### src/rtl/seq_chunk_adder_if.sv
// Operand/result bundle for seq_chunk_adder: start/busy/done handshake plus operand and result buses.
// The sub request member exists only when SEQ_CHUNK_ADDER_SUB_EN is defined.
interface seq_chunk_adder_if #(
  parameter int WIDTH = 16
);
  logic             start;
  logic [WIDTH-1:0] a;
  logic [WIDTH-1:0] b;
  logic             cin;
`ifdef SEQ_CHUNK_ADDER_SUB_EN
  logic             sub;
`endif
  logic             busy;
  logic             done;
  logic [WIDTH-1:0] sum;
  logic             cout;
  logic             overflow;

`ifdef SEQ_CHUNK_ADDER_SUB_EN
  modport master (output start, a, b, cin, sub, input busy, done, sum, cout, overflow);
  modport slave  (input start, a, b, cin, sub, output busy, done, sum, cout, overflow);
`else
  modport master (output start, a, b, cin, input busy, done, sum, cout, overflow);
  modport slave  (input start, a, b, cin, output busy, done, sum, cout, overflow);
`endif
endinterface

### src/rtl/seq_chunk_adder.sv
// Multi-cycle adder: WIDTH-bit operands summed CHUNK bits per clock with a registered carry.
// Optional subtract mode (a - b) is enabled by defining SEQ_CHUNK_ADDER_SUB_EN.
//
//   state  | meaning
//   S_IDLE | waiting for start
//   S_RUN  | adding one chunk per cycle, busy=1
//   S_DONE | result valid for one cycle (done=1); start re-enters S_RUN directly
module seq_chunk_adder #(
  parameter int WIDTH = 16,
  parameter int CHUNK = 4
) (
  input logic              clk,
  input logic              rst,
  seq_chunk_adder_if.slave bus
);
  localparam int K = WIDTH / CHUNK;
  localparam int CW = (K > 1) ? $clog2(K) : 1;
  localparam logic [CW-1:0] LAST = CW'(K - 1);

  if (CHUNK < 1 || CHUNK > WIDTH || (WIDTH % CHUNK) != 0) begin : g_bad_cfg
    $error("seq_chunk_adder: WIDTH must be a multiple of CHUNK with 1 <= CHUNK <= WIDTH");
  end

  typedef enum logic [1:0] {S_IDLE, S_RUN, S_DONE} state_t;

  state_t           state;
  state_t           state_nxt;
  logic             accept;
  logic [CW-1:0]    cnt;
  logic [WIDTH-1:0] a_r;
  logic [WIDTH-1:0] b_r;
  logic             carry;
  logic [WIDTH-1:0] sum_r;
  logic             cout_r;
  logic             ovf_r;
  logic [WIDTH-1:0] b_in;
  logic             c_in;
  logic [CHUNK-1:0] a_chunk;
  logic [CHUNK-1:0] b_chunk;
  logic [CHUNK-1:0] s_chunk;
  logic             c_chunk;
  logic             msb_cin;

`ifdef SEQ_CHUNK_ADDER_SUB_EN
  // a - b == a + ~b + 1; cin is ignored while subtracting
  assign b_in = bus.sub ? ~bus.b : bus.b;
  assign c_in = bus.sub ? 1'b1 : bus.cin;
`else
  assign b_in = bus.b;
  assign c_in = bus.cin;
`endif

  assign accept = bus.start && (state == S_IDLE || state == S_DONE);

  always_ff @(posedge clk) begin
    if (rst) state <= S_IDLE;
    else     state <= state_nxt;
  end

  always_comb begin
    state_nxt = state;
    unique case (state)
      S_IDLE:  if (bus.start) state_nxt = S_RUN;
      S_RUN:   if (cnt == LAST) state_nxt = S_DONE;
      S_DONE:  state_nxt = bus.start ? S_RUN : S_IDLE;
      default: state_nxt = S_IDLE;
    endcase
  end

  always_comb begin
    bus.busy = (state == S_RUN);
    bus.done = (state == S_DONE);
  end

  always_comb begin
    a_chunk = a_r[int'(cnt)*CHUNK +: CHUNK];
    b_chunk = b_r[int'(cnt)*CHUNK +: CHUNK];
    {c_chunk, s_chunk} = {1'b0, a_chunk} + {1'b0, b_chunk} + {{CHUNK{1'b0}}, carry};
    // carry into the MSB recovered from the MSB sum bit; meaningful on the last chunk only
    msb_cin = a_r[WIDTH-1] ^ b_r[WIDTH-1] ^ s_chunk[CHUNK-1];
  end

  always_ff @(posedge clk) begin
    if (rst) begin
      cnt    <= '0;
      carry  <= 1'b0;
      a_r    <= '0;
      b_r    <= '0;
      sum_r  <= '0;
      cout_r <= 1'b0;
      ovf_r  <= 1'b0;
    end else if (accept) begin
      a_r   <= bus.a;
      b_r   <= b_in;
      carry <= c_in;
      cnt   <= '0;
      sum_r <= '0;
    end else if (state == S_RUN) begin
      sum_r[int'(cnt)*CHUNK +: CHUNK] <= s_chunk;
      carry <= c_chunk;
      cnt   <= cnt + CW'(1);
      if (cnt == LAST) begin
        cout_r <= c_chunk;
        ovf_r  <= msb_cin ^ c_chunk;
      end
    end
  end

  assign bus.sum      = sum_r;
  assign bus.cout     = cout_r;
  assign bus.overflow = ovf_r;
endmodule

### src/flat_wrapper.sv
// flat-port wrapper written by rule: the top's interface ports become plain ports
module seq_chunk_adder_flat 
#(
  parameter int WIDTH = 16,
  parameter int CHUNK = 4
)
  (clk, rst, bus_start, bus_a, bus_b, bus_cin, bus_busy, bus_done, bus_sum, bus_cout, bus_overflow);
  seq_chunk_adder_if #(.WIDTH(WIDTH)) bus_i ();
  input logic clk;
  input logic rst;
  input wire logic [$bits(bus_i.start)-1:0] bus_start;
  input wire logic [$bits(bus_i.a)-1:0] bus_a;
  input wire logic [$bits(bus_i.b)-1:0] bus_b;
  input wire logic [$bits(bus_i.cin)-1:0] bus_cin;
  output wire logic [$bits(bus_i.busy)-1:0] bus_busy;
  output wire logic [$bits(bus_i.done)-1:0] bus_done;
  output wire logic [$bits(bus_i.sum)-1:0] bus_sum;
  output wire logic [$bits(bus_i.cout)-1:0] bus_cout;
  output wire logic [$bits(bus_i.overflow)-1:0] bus_overflow;
  assign bus_i.start = bus_start;
  assign bus_i.a = bus_a;
  assign bus_i.b = bus_b;
  assign bus_i.cin = bus_cin;
  assign bus_busy = bus_i.busy;
  assign bus_done = bus_i.done;
  assign bus_sum = bus_i.sum;
  assign bus_cout = bus_i.cout;
  assign bus_overflow = bus_i.overflow;
  seq_chunk_adder #(.WIDTH(WIDTH), .CHUNK(CHUNK)) u_core (.clk(clk), .rst(rst), .bus(bus_i));
endmodule
### config.mk
export PLATFORM = sky130hd
export DESIGN_NAME = seq_chunk_adder_flat
export DESIGN_NICKNAME = d
export VERILOG_FILES = /design/src/rtl/seq_chunk_adder_if.sv /design/src/rtl/seq_chunk_adder.sv /design/src/flat_wrapper.sv
export SDC_FILE = /design/constraint.sdc
export NUM_CORES = 1
export LEC_CHECK = 0
export BUFFER_PORTS_ARGS = -buffer_cell sky130_fd_sc_hd__buf_2
export CORE_UTILIZATION = 47
export CTS_CLUSTER_SIZE = 40
export DETAILED_ROUTE_END_ITERATION = 12
export PLACE_DENSITY = 0.78
export REMOVE_ABC_BUFFERS = 1
export SYNTH_ARGS = -nofsm -noshare
export SYNTH_HDL_FRONTEND = slang
export SYNTH_SLANG_ARGS = --single-unit
### constraint.sdc
create_clock -name clk -period 3.1 [get_ports clk]
set_input_delay 0.62 -clock clk [delete_from_list [all_inputs] [get_ports clk]]
set_output_delay 0.62 -clock clk [all_outputs]
set_load 0.1 [all_outputs]
==> results.toml <==
[floorplanning]
core_area_mm2 = 0.00485
die_w_um = 74.0
initial_utilization_pct = 50.2
ios = 56
dieArea_mm2 = 0.00547
floorplan.die.height_um = 74.0
num_rows = 25

[cells_and_area]
stdcell_area_mm2 = 0.00286
final_cell_mix = "nand2_1, buf_2, dfxtp_1"
n_fill_cell = 466
nNetsFinal = 371
multi_input_area_mm2 = 0.00124
num_antenna_cells = 0
mostFrequentLayoutCell = "nand2_1"
drive_above_1_share_pct = 24.9
syn2layout_area_growth_pct = 17.7
seq_area_mm2 = 0.00110

[synthesis]
syn_inst = 274
yosys_warnings = 0
async_flop_share_pct = 0
ys_seq_area_share_pct = 45.2
syn_area_mm2 = 0.00243
yosysUniqueCellTypes = 30
synth-edff-count = 0
synth_ff_type = "dfxtp_1"
syn_avg_cell_area_um2 = 8.88
ys_ff_latch = 55

[power]
swShare_pct = 26.4
p_comb_share_pct = 14.4
ir_worst_vdd_v = 0.000270
internal_power_uw = 1060
p_per_area_mw_per_mm2 = 501
pwr-share-seq_pct = 52.5
p_sw_uw = 379
p_leak_uw = 0.00120
power_frac_clock_pct = 33.0

[setup_path]
start_kind = "register"
worstPathArrival_ps = 2990
crit_required_ps = 3310
crit_fanout = 5
end_kind = "register"
worst-r2r-setup-slack_ps = 320
crit_type = "reg -> reg"
r2r_cells = 7

[clocking]
cts_resized = 0
cts-root-buf = "clkbuf_8"
holdBufCountCts = 0
cts_buffers = 5
cts.sinks = 55
clk_pin_slew_worst_paths_ps = 100
clkLatencyLatePin_ps = 310
cts_setup_buffers = 0
clock_path_buffers = 2
htreeDepth = 2
cts_tree = "done"

[timing]
fin_crit_ps = 2780
grt_setup_unrepaired = "no"
whs_ps = 457
hold_viol_final = 0
setup_viol = 0
postLayoutSetupSlackWorst_ps = 319
period_share_pct = 89.7
slew_headroom_pct = 53.7
worst_slew_pin_slew_ps = 694
finalSetupTns_ps = 0
clock_skew_ps = 6.32
drv_slew = 0
max_freq_mhz = 360

[routing]
dr.pass1.iters = 4
wl_um = 4870
avgRoutedWirePerCell_um = 12.4
drt_iter0_drc = 61
drc_errors = 0
ant_nets = 0
via_count = 2009
viasPerCell = 5.13

[worst_hold_path]
hp-class = "reg -> reg"
hold_depth = 2

[global_route]
grt_first_pass_wirelength_um = 8550
grt_max_degree = 38
antenna_found_initial = 0
grt_usage_pct = 20.2
first_global_vias = 1896
grt_overflow = 0

[run_status]
status = "finished clean"

[place]
io_buffer_count = 55
dp_slack_ps = 311
place_congestion = 0.891
placed_cell_area_mm2 = 0.00275
dp_hpwl_um = 3520

[job]
drv_cap = 0
-- final cells by class --
cell class,instances,share of cell area [%]
clock buffer,5,2.40
timing repair buffer,60,10.9
clock inverter,3,1.53
sequential,55,38.4
tap,67,2.93
inverter,4,0.524
multi-input combinational,198,43.3
-- registers in the layout, summed over array words and instances, names as in the netlist --
signal / cells
u_core.cnt: 2
u_core.bus.cout: 1
u_core.a_r: 16
u_core.b_r: 16
u_core.state: 2
u_core.bus.overflow: 1
u_core.carry: 1
u_core.bus.sum: 16
-- final timing paths --
path,to,from
worst max-delay path,u_core.bus.overflow,u_core.cnt[0]
worst min-delay path,u_core.b_r[10],u_core.b_r[10]
worst max register to register,u_core.bus.overflow,u_core.cnt[0]
worst min register to register,u_core.b_r[10],u_core.b_r[10]
-- Yosys cell counts, drive strengths merged (3+ instances only) --
cell    number  area share, %
and3         3           0.77
a22oi       12            3.7
nand2       80             12
nand2b       3            1.1
ha           9            4.6
mux4         8            7.4
nor2        14            2.2
inv          4           0.62
buf         10            2.2
a21oi       43            9.2
nand3        3           0.62
clkbuf       7            1.1
or3b         4            1.4
dfxtp       55             45
-- critical path, stage by stage (launching register included) --
cell,delay [ps]
dfxtp_1,480
mux4_2,560
fa_1,450
fa_1,420
nand3_1,130
nand3_1,100
a211o_1,270
a32o_1,260
-- through the flow --
step / std cells / power [µW] / util (%)
after detailed placement: 384 / 979 / 56.7
after global placement: 384 / 974 / 56.7
final: 392 / 1440 / 59.1
after floorplan: 257 / 905 / -
after global routing: 392 / 1500 / 59.1
after CTS: 392 / 1450 / 59.1
-- power groups by stage --
stage / combinational [µW] / sequential, µW / clock, µW
6_report: 207 / 754 / 474
5_1_grt: 233 / 759 / 510
4_1_cts: 208 / 755 / 487
3_5_place_dp: 208 / 771 / 0
3_3_place_gp: 203 / 771 / 0
2_1_floorplan: 124 / 781 / 0
-- cells by family after synthesis --
group	after synthesis	synth area share, %
AO/OA/AOI/OAI	62	15.2
XOR/XNOR	2	0.720
adder cells (fa/ha/maj)	11	6.27
buffers and inverters	21	3.86
flip-flops	55	45.2
multiplexers	8	7.40
AND/OR/NAND/NOR	115	21.3
-- per-layer routing --
metal / global-route usage, % / share of wire, %
met3: 4.47 / 4.9
met1: 27.2 / 48
met2: 32.7 / 46
met4: 6.20 / 0.55
met5: 0 / 0
Power figures use the tool's default switching activity.
